$ cat config.mk
export PLATFORM = sky130hd
export DESIGN_NAME = sample_source
export DESIGN_NICKNAME = d
export VERILOG_FILES = /design/src/rtl/sample_pkg.sv /design/src/rtl/sample_rd_pipe.sv /design/src/rtl/sample_source.sv
export SDC_FILE = /design/constraint.sdc
export NUM_CORES = 1
export LEC_CHECK = 0
export CELL_PAD_IN_SITES_DETAIL_PLACEMENT = 1
export CELL_PAD_IN_SITES_GLOBAL_PLACEMENT = 1
export CORE_MARGIN = 4
export CORE_UTILIZATION = 37
export DETAILED_ROUTE_END_ITERATION = 12
export PLACE_DENSITY = 0.81
export SETUP_SLACK_MARGIN = 0.3
export SYNTH_ARGS = -nofsm -noshare
export SYNTH_HDL_FRONTEND = slang
export SYNTH_SLANG_ARGS = --single-unit
$ cat constraint.sdc
create_clock -name i_clk -period 3.4 [get_ports i_clk]
set_input_delay 0.68 -clock i_clk [delete_from_list [all_inputs] [get_ports i_clk]]
set_output_delay 0.68 -clock i_clk [all_outputs]
set_load 0.01 [all_outputs]
$ cat src/rtl/sample_pkg.sv
// Shared types and default widths for the sample source and its read pipe.
package sample_pkg;
  localparam int SAMPLE_DATA_WIDTH = 11;
  localparam int SAMPLE_ADDR_WIDTH = 24;
  localparam int SAMPLE_LAT_W      = 3;

  typedef enum logic [2:0] {
    S_IDLE  = 3'd0,
    S_READ  = 3'd1,
    S_WAIT  = 3'd2,
    S_VALID = 3'd3,
    S_DONE  = 3'd4
  } sample_src_state_t;
endpackage

$ cat src/rtl/sample_rd_pipe.sv
// Memory latency counter and sample capture register for the sample source.
module sample_rd_pipe
  import sample_pkg::*;
#(
  parameter int DATA_WIDTH  = SAMPLE_DATA_WIDTH,
  parameter int MEM_LATENCY = 2
) (
  input  logic                  clk,
  input  logic                  rst,
  input  logic                  ce,
  input  logic                  start,
  input  logic                  abort,
  input  logic [DATA_WIDTH-1:0] mem_data,
  output logic                  done,
  output logic [DATA_WIDTH-1:0] data_q
);
  logic [SAMPLE_LAT_W-1:0] cnt_q, cnt_d;
  logic [DATA_WIDTH-1:0]   data_d;

  // Counter at 1 marks the cycle in which the memory data is valid.
  always_comb begin
    cnt_d  = cnt_q;
    data_d = data_q;
    done   = 1'b0;
    if (abort) begin
      cnt_d = '0;
    end else if (start) begin
      cnt_d = SAMPLE_LAT_W'(MEM_LATENCY);
    end else if (cnt_q != '0) begin
      cnt_d = cnt_q - SAMPLE_LAT_W'(1);
      if (cnt_q == SAMPLE_LAT_W'(1)) begin
        done   = ce;
        data_d = mem_data;
      end
    end
  end

  always_ff @(posedge clk) begin
    if (rst) begin
      cnt_q  <= '0;
      data_q <= '0;
    end else if (ce) begin
      cnt_q  <= cnt_d;
      data_q <= data_d;
    end
  end
endmodule

$ cat src/rtl/sample_source.sv
// Responder for the sample request/valid handshake: fetches record samples
// from a synchronous memory, owns the read pointer, and flags end-of-record.
module sample_source
  import sample_pkg::*;
#(
  parameter int DATA_WIDTH  = SAMPLE_DATA_WIDTH,
  parameter int ADDR_WIDTH  = SAMPLE_ADDR_WIDTH,
  parameter int MEM_LATENCY = 2
) (
  input  logic                  i_clk,
  input  logic                  i_rst,
  input  logic                  i_ce,
  input  logic                  i_sample_req,
  input  logic                  i_new_record,
  input  logic [ADDR_WIDTH-1:0] i_record_len,
  output logic                  o_mem_rd,
  output logic [ADDR_WIDTH-1:0] o_mem_addr,
  input  logic [DATA_WIDTH-1:0] i_mem_data,
  output logic [DATA_WIDTH-1:0] o_sample,
  output logic                  o_sample_valid,
  output logic [ADDR_WIDTH-1:0] o_sample_idx,
  output logic                  o_record_end,
  output logic                  o_busy
);
  sample_src_state_t     state_q, state_d;
  logic [ADDR_WIDTH-1:0] rd_ptr_q, rd_ptr_d;
  logic                  mem_rd_q, mem_rd_d;
  logic [ADDR_WIDTH-1:0] mem_addr_q, mem_addr_d;
  logic                  sample_valid_q, sample_valid_d;
  logic [ADDR_WIDTH-1:0] sample_idx_q, sample_idx_d;
  logic                  record_end_q, record_end_d;
  logic                  busy_q, busy_d;
  logic [ADDR_WIDTH-1:0] ptr_cur;
  logic                  accept;
  logic                  pipe_start;
  logic                  pipe_done;
  logic [DATA_WIDTH-1:0] sample_q;

  sample_rd_pipe #(
    .DATA_WIDTH (DATA_WIDTH),
    .MEM_LATENCY(MEM_LATENCY)
  ) u_rd_pipe (
    .clk     (i_clk),
    .rst     (i_rst),
    .ce      (i_ce),
    .start   (pipe_start),
    .abort   (i_new_record),
    .mem_data(i_mem_data),
    .done    (pipe_done),
    .data_q  (sample_q)
  );

  always_comb begin
    state_d        = state_q;
    rd_ptr_d       = rd_ptr_q;
    mem_rd_d       = 1'b0;
    mem_addr_d     = mem_addr_q;
    sample_valid_d = 1'b0;
    sample_idx_d   = sample_idx_q;
    record_end_d   = record_end_q;
    ptr_cur        = rd_ptr_q;
    accept         = 1'b0;
    pipe_start     = 1'b0;

    unique case (state_q)
      S_IDLE: accept = i_sample_req;
      S_READ: begin
        pipe_start = 1'b1;
        state_d    = S_WAIT;
      end
      S_WAIT: begin
        if (pipe_done) begin
          state_d        = S_VALID;
          sample_valid_d = 1'b1;
          sample_idx_d   = rd_ptr_q;
        end
      end
      // The pointer advance is visible to a request accepted in this cycle.
      S_VALID: begin
        rd_ptr_d = rd_ptr_q + ADDR_WIDTH'(1);
        ptr_cur  = rd_ptr_d;
        accept   = i_sample_req;
        state_d  = S_IDLE;
      end
      S_DONE:  state_d = S_DONE;
      default: state_d = S_IDLE;
    endcase

    if (accept) begin
      if (ptr_cur < i_record_len) begin
        state_d    = S_READ;
        mem_rd_d   = 1'b1;
        mem_addr_d = ptr_cur;
      end else begin
        state_d      = S_DONE;
        record_end_d = 1'b1;
      end
    end

    // A new record abandons any read in flight and drops a coincident request.
    if (i_new_record) begin
      state_d        = S_IDLE;
      rd_ptr_d       = '0;
      record_end_d   = 1'b0;
      mem_rd_d       = 1'b0;
      mem_addr_d     = mem_addr_q;
      sample_valid_d = 1'b0;
      sample_idx_d   = sample_idx_q;
    end

    busy_d = (state_d != S_IDLE);
  end

  always_ff @(posedge i_clk) begin
    if (i_rst) begin
      state_q        <= S_IDLE;
      rd_ptr_q       <= '0;
      mem_rd_q       <= 1'b0;
      mem_addr_q     <= '0;
      sample_valid_q <= 1'b0;
      sample_idx_q   <= '0;
      record_end_q   <= 1'b0;
      busy_q         <= 1'b0;
    end else if (i_ce) begin
      state_q        <= state_d;
      rd_ptr_q       <= rd_ptr_d;
      mem_rd_q       <= mem_rd_d;
      mem_addr_q     <= mem_addr_d;
      sample_valid_q <= sample_valid_d;
      sample_idx_q   <= sample_idx_d;
      record_end_q   <= record_end_d;
      busy_q         <= busy_d;
    end
  end

  assign o_mem_rd       = mem_rd_q;
  assign o_mem_addr     = mem_addr_q;
  assign o_sample       = sample_q;
  assign o_sample_valid = sample_valid_q;
  assign o_sample_idx   = sample_idx_q;
  assign o_record_end   = record_end_q;
  assign o_busy         = busy_q;
endmodule

# After elaboration in Yosys (flattened, before gate mapping)

Cells that the tools add are included.

Register bits after elaboration: 93
Input port bits: 40
Output and inout bits: 63
Logic and storage cells: 57

Add/subtract/negate cells: 2
Magnitude comparators: 1
Eq/ne operators: 6
Muxes and demuxes: 25
Bitwise operators: 2
Reduce and logical (&&, ||, !) cells: 11

Operators with widths:

| kind                                                 | number |
|---|---|
| 2-to-1 mux 24 bit                                    | 2 |
| adder 24 x 1 -> 24 bit (second input constant)       | 1 |
| less-than comparator 24 bit                          | 1 |
| 2-to-1 mux 3 bit                                     | 7 |
| 2-to-1 mux 1 bit                                     | 15 |
| one-hot mux 3 bit (4 select lines)                   | 1 |
| nonzero test 3 bit                                   | 3 |
| AND reduction 4 bit                                  | 2 |
| equality test 3 x 1 -> 1 bit (second input constant) | 2 |
| equality test 3 x 2 -> 1 bit (second input constant) | 2 |
| AND reduction 5 bit                                  | 1 |
| equality test 3 bit (second input constant)          | 1 |
| zero test 3 bit                                      | 1 |
| AND reduction 3 bit                                  | 1 |
| subtractor 3 x 1 -> 3 bit (second input constant)    | 1 |
| != test 2 bit (second input constant)                | 1 |
| inverter 1 bit                                       | 2 |
| AND reduction 2 bit                                  | 1 |
| nonzero test 2 bit                                   | 1 |
| OR reduction 2 bit                                   | 1 |

# Longest topological paths before layout

Depth in word-level cells: 10
Depth in mapped cells: 14
Mapped depth without buffers: 12

# Modules after synthesis

Synthesis repeated with hierarchy kept, for this count alone.

Cells, all modules: 594
Area total of the unflattened synthesis: 4961.0 um2

By module, submodules not included:

| module         | instances | cells each | area each (um2) | seq. area each (um2) |
|---|---|---|---|---|
| sample_source  | 1         | 523        | 4239.1          | 1581.5 |
| sample_rd_pipe | 1         | 71         | 721.9           | 280.3 |

# Worst setup path after synthesis

OpenSTA, ideal clock, no wires.

Path type: reg2reg
Start point: register state_q[2]
End point: register mem_addr_q[12], in the netlist o_mem_addr[12]
Library setup time: 78 ps
Arrival: 3019 ps
Required time: 3322 ps
Slack: 302 ps
Cell stages (with the launch flop): 15
Path buffers: 3
Clock period less this slack: 3098 ps
Path through: dfxtp_1 -> buf_4 -> and3b_1 -> buf_6 -> nand3_2 -> nor4_1 -> xor2_1 -> ha_1 -> nand4_1 -> nor4_1 -> nand4_1 -> o211ai_2 -> buf_2 -> nor3_1 -> nor3_1

Word-level cells in the longest chain between the ends: 4
Elaborated cells between the ends (all ways): 7
Classes of those cells: order compare: 1; eq/ne: 1; mux: 2; reduce/logical: 3

Ends and longest elaborated chain:

| element                       | line                 | source |
|---|---|---|
| from (decl)                   | sample_source.sv:25  | `sample_src_state_t state_q, state_d;` |
| from (signal assigned)        | sample_source.sv:125 | `state_q <= state_d;` |
| equality test 3 x 2 -> 1 bit  | sample_source.sv:65  | `unique case (state_q)` |
| 2-to-1 mux 24 bit             | --                   |  |
| named net ptr_cur[23]         | sample_source.sv:33  | `logic [ADDR_WIDTH-1:0] ptr_cur;` |
| less-than comparator 24 bit   | sample_source.sv:90  | `if (ptr_cur < i_record_len) begin` |
| AND reduction 4 bit (no line) | --                   |  |
| to (signal assigned)          | sample_source.sv:128 | `mem_addr_q <= mem_addr_d;` |
| to (decl)                     | sample_source.sv:28  | `logic [ADDR_WIDTH-1:0] mem_addr_q, mem_addr_d;` |

The timed path passes the listed nets, and every way through them passes these cells.
A chain may end at the register's enable or synchronous reset.

# Final worst setup path

Start point: register rd_ptr_q[4]
End point: register mem_addr_q[14], in the netlist o_mem_addr[14]

Word-level cells in the longest chain between the ends: 4

Ends and longest elaborated chain:

| element                       | line                 | source |
|---|---|---|
| from (decl)                   | sample_source.sv:26  | `logic [ADDR_WIDTH-1:0] rd_ptr_q, rd_ptr_d;` |
| from (signal assigned)        | sample_source.sv:126 | `rd_ptr_q <= rd_ptr_d;` |
| adder 24 x 1 -> 24 bit        | sample_source.sv:80  | `rd_ptr_d = rd_ptr_q + ADDR_WIDTH'(1);` |
| 2-to-1 mux 24 bit             | --                   |  |
| named net ptr_cur[23]         | sample_source.sv:33  |  |
| less-than comparator 24 bit   | sample_source.sv:90  |  |
| AND reduction 4 bit (no line) | --                   |  |

The timed path passes the listed nets, and every way through them passes these cells.

==> metrics.cfg <==
[logic_synthesis]
synth.distinct_cells=50
syn_nets=653
yosys_most_used_dff=dfxtp_1
syn_area_sq_um=4760
syn-mean-instance-area_sq_um=8.12
synth-edff-count=0
ys_seq_area_share_pct=39.1
yosys_warnings=0
ys_seq_elements=93
async_flop_share_pct=0
synth_cells=586

[power]
leakage_nw=2.90
ir_drop_mv=0.410
pwr-share-seq_pct=46.0
switching_share_pct=25.3
power_density_nw_per_um2=334
finalPower_w=0.00243
p_comb_share_pct=11.0
clkPwrFrac_pct=43.0
p_switching_w=0.000614
p_int_w=0.00181

[worst_setup_path]
slowest_delay_ns=0.46
crit_family=simple AND/OR/NAND/NOR gates
worstPathCellList=nand4_1 -> or3_4 -> buf_6 -> nor4_4 -> xor2_2 -> ha_1 -> nand4_1 -> nor4_4 -> nand4_1 -> buf_4 -> o211ai_4 -> buf_6 -> buf_16 -> nor3_4 -> nor3_2
worstSetupStartpointType=register
crit_type=reg -> reg
worst_r2r_path_depth=15
timing.rr.end=o_mem_addr[14]
cp.required_ns=3.68
crit_top_cell=nand4_1
critPathArrivalTime_ns=4.23
cpMaxStageDelayCell=or3_4
path_buf_inv=4
end_kind=register
cp_max_fo=6
rrSetupSlack_ns=-0.56
rr_startpoint=rd_ptr_q[4]

[global_route]
use_met2_pct=45.0
antenna_found_initial=0
grt_pass1_vias=5564
grt_use_met3_pct=5.03
grt_pass1_wl_mm=29.4
busiest_layer=met2
track_usage_pct=25.5
use_met1_pct=28.0
grt_max_degree=40
grt_overflow=0

[sta]
fin_crit_sh_pct=116
fin_ws_ns=-0.559
finClkSkew_ns=0.00854
final_max_slew_viol_count=0
slew_headroom_pct=12.4
period_minus_slack_ns=3.96
rsz0062_at_grt=true
fin_hold_ws_ns=0.455
fmax_mhz=253
hold_violations=0
setup_violations=28
tightest_slew_ns=1.31

[finish]
drive_above_1_share_pct=24.6
nFillCells=1449
syn2layout_area_growth_pct=52.9
num_antenna_cells=0
nNetsFinal=806

[clocking]
clk_pin_slew_worst_paths_ns=0.07
cts_buffer_depth=2
cts_root_buf=clkbuf_16
worstSkewPairLatency_ns=0.36
ctsHoldBuffers=0
htree_levels=3
cts_buffers=9
cts_sinks=93
tritoncts=yes

[route]
via_per_inst=5.95
drt-pass1-iter-count=5
post_drt_wl_per_cell_microns=23.9
drt-initial-drc-count=518
ant_nets=0
vias=5453
routed_wl_mm=21.9
drc=0

[hold_path]
worstHoldStart=o_sample_idx[6]
hold_path_depth=2
hold_path_class=reg -> reg
min_to=o_sample_idx[6]

[die]
num_rows=41
start_util_pct=37.7
coreArea_sq_um=12600
die_w_microns=121
die-area_sq_um=14700
die_h_microns=121
num_io_pins=103

[run_status]
violations=setup timing
status=complete, but fails checks

[place]
place_hpwl_mm=11.6
io_buffers=102
gp_congestion=0.893

[job]
maxCapViolCount=0

==> per-stage QoR <==
step | utilization [%] | setup WS [ns] | instance area (sq um) | instances | TNS [ns]
detailed placement | 48.6 | -0.149 | 6130 | 861 | -1.95
global route | 57.6 | -0.698 | 7270 | 916 | -17.72
global placement | 48.6 | 0.0987 | 6130 | 861 | 0
CTS | 54.7 | 0.0611 | 6910 | 898 | 0
floorplan | - | 0.302 | 4760 | 586 | 0
finish | 57.6 | -0.559 | 7270 | 916 | -13.72
==> cell families (layout without fill, tap and decap cells) <==
| kind of cell | count (synthesis) | after routing | synth area share (%) |
|---|---|---|---|
| flops | 93 | 93 | 39.1 |
| fa+ha+maj | 27 | 27 | 7.10 |
| mux | 12 | 12 | 2.63 |
| compound gates | 121 | 124 | 15.3 |
| simple gates | 236 | 237 | 24.7 |
| buf+inv | 73 | 227 | 6.71 |
| xor+xnor | 24 | 24 | 4.42 |
==> cells in the final DEF (no fill, tap or decap), drive strengths merged, types with 12 or more instances in the layout <==
cell type	count
a21oi	69
a22oi	17
buf	78
clkbuf	12
clkdlybuf4s50	101
dfxtp	93
ha	27
inv	32
nand2	71
nand3	13
nor2	50
nor3	52
o21ai	15
xnor2	14
==> Yosys cell counts (3+ instances only) <==
cell	number	share of area (%)
a21oi_1	69	7.3
and3_1	5	0.66
o21ai_0	15	1.6
nand3_1	9	0.95
nor2b_1	5	0.66
and4_1	4	0.74
nor4_1	7	0.92
buf_2	12	1.3
nor3_1	50	5.3
nand2_1	71	5.6
a22oi_1	17	2.7
xnor2_1	14	2.6
clkbuf_1	24	1.9
a211oi_1	5	0.79
ha_1	27	7.1
nor2_1	49	3.9
or3_1	3	0.39
buf_6	3	0.71
nand4_1	11	1.4
nand2b_1	6	0.79
inv_1	32	2.5
mux2i_1	11	2.3
xor2_1	10	1.8
dfxtp_1	93	39
==> worst max path at each step <==
| stage | startpoint | to | slack, ns | cells after the start |
|---|---|---|---|---|
| floorplan | state_q[2] | o_mem_addr[12] | 0.30 | 14 |
| global placement | rd_ptr_q[11] | o_mem_addr[15] | 0.1 | 12 |
| global route | rd_ptr_q[4] | o_mem_addr[15] | -0.70 | 15 |
| CTS | rd_ptr_q[6] | o_mem_addr[17] | 0.06 | 12 |
| detailed placement | rd_ptr_q[1] | o_mem_addr[2] | -0.15 | 13 |
| finish | rd_ptr_q[4] | o_mem_addr[14] | -0.56 | 15 |
==> final cells by class <==
type / count / area (sq um) / share of cell area [%]
well taps: 172 / 215 / 2.96
multi-input cells: 424 / 3060 / 42.1
clock buffers: 12 / 246 / 3.39
inverters: 32 / 120 / 1.65
flip-flops and latches: 93 / 1890 / 26.0
clock inverters: 4 / 47.5 / 0.654
repair buffers: 179 / 1690 / 23.3
==> state kept, by name, indices dropped and copies added (netlist names), 3 cells and up <==
signal and flops:
rd_ptr_q 24, u_rd_pipe.cnt_q 3, u_rd_pipe.data_q 11, o_mem_addr 24, o_sample_idx 24, state_q 3
==> power groups by stage <==
stage | sequential [W] | clock, W | combinational, W
2_1_floorplan | 0.00115 | 0 | 0.000105
3_3_place_gp | 0.00114 | 0 | 0.000216
3_5_place_dp | 0.00114 | 0 | 0.000227
4_1_cts | 0.00112 | 0.00104 | 0.000237
5_1_grt | 0.00112 | 0.00111 | 0.000283
6_report | 0.00112 | 0.00104 | 0.000268
==> per-layer routing <==
metal	wire length (microns)	part of all wire [%]
met1	7960	36
met2	10800	50
met3	1430	6.5
met4	1650	7.5
met5	0	0
==> worst reg2reg max path, cell delays in order, from the launching register on <==
cell      delay [ns]
dfxtp_2         0.37
nand4_1         0.25
or3_4           0.46
buf_6           0.13
nor4_4          0.31
xor2_2          0.12
ha_1            0.33
nand4_1         0.27
nor4_4          0.43
nand4_1         0.17
buf_4           0.19
o211ai_4        0.26
buf_6           0.16
buf_16          0.14
nor3_4          0.05
nor3_2          0.23
==> timing repair <==
item,CTS,global route
gates cloned,6,0
resized for setup,65,46
buffers inserted,15,18
endpoints found under the setup margin,28,28
pin swaps,28,30
endpoints found under the hold margin,0,0
No activity file was read; power rests on OpenSTA's default activity.
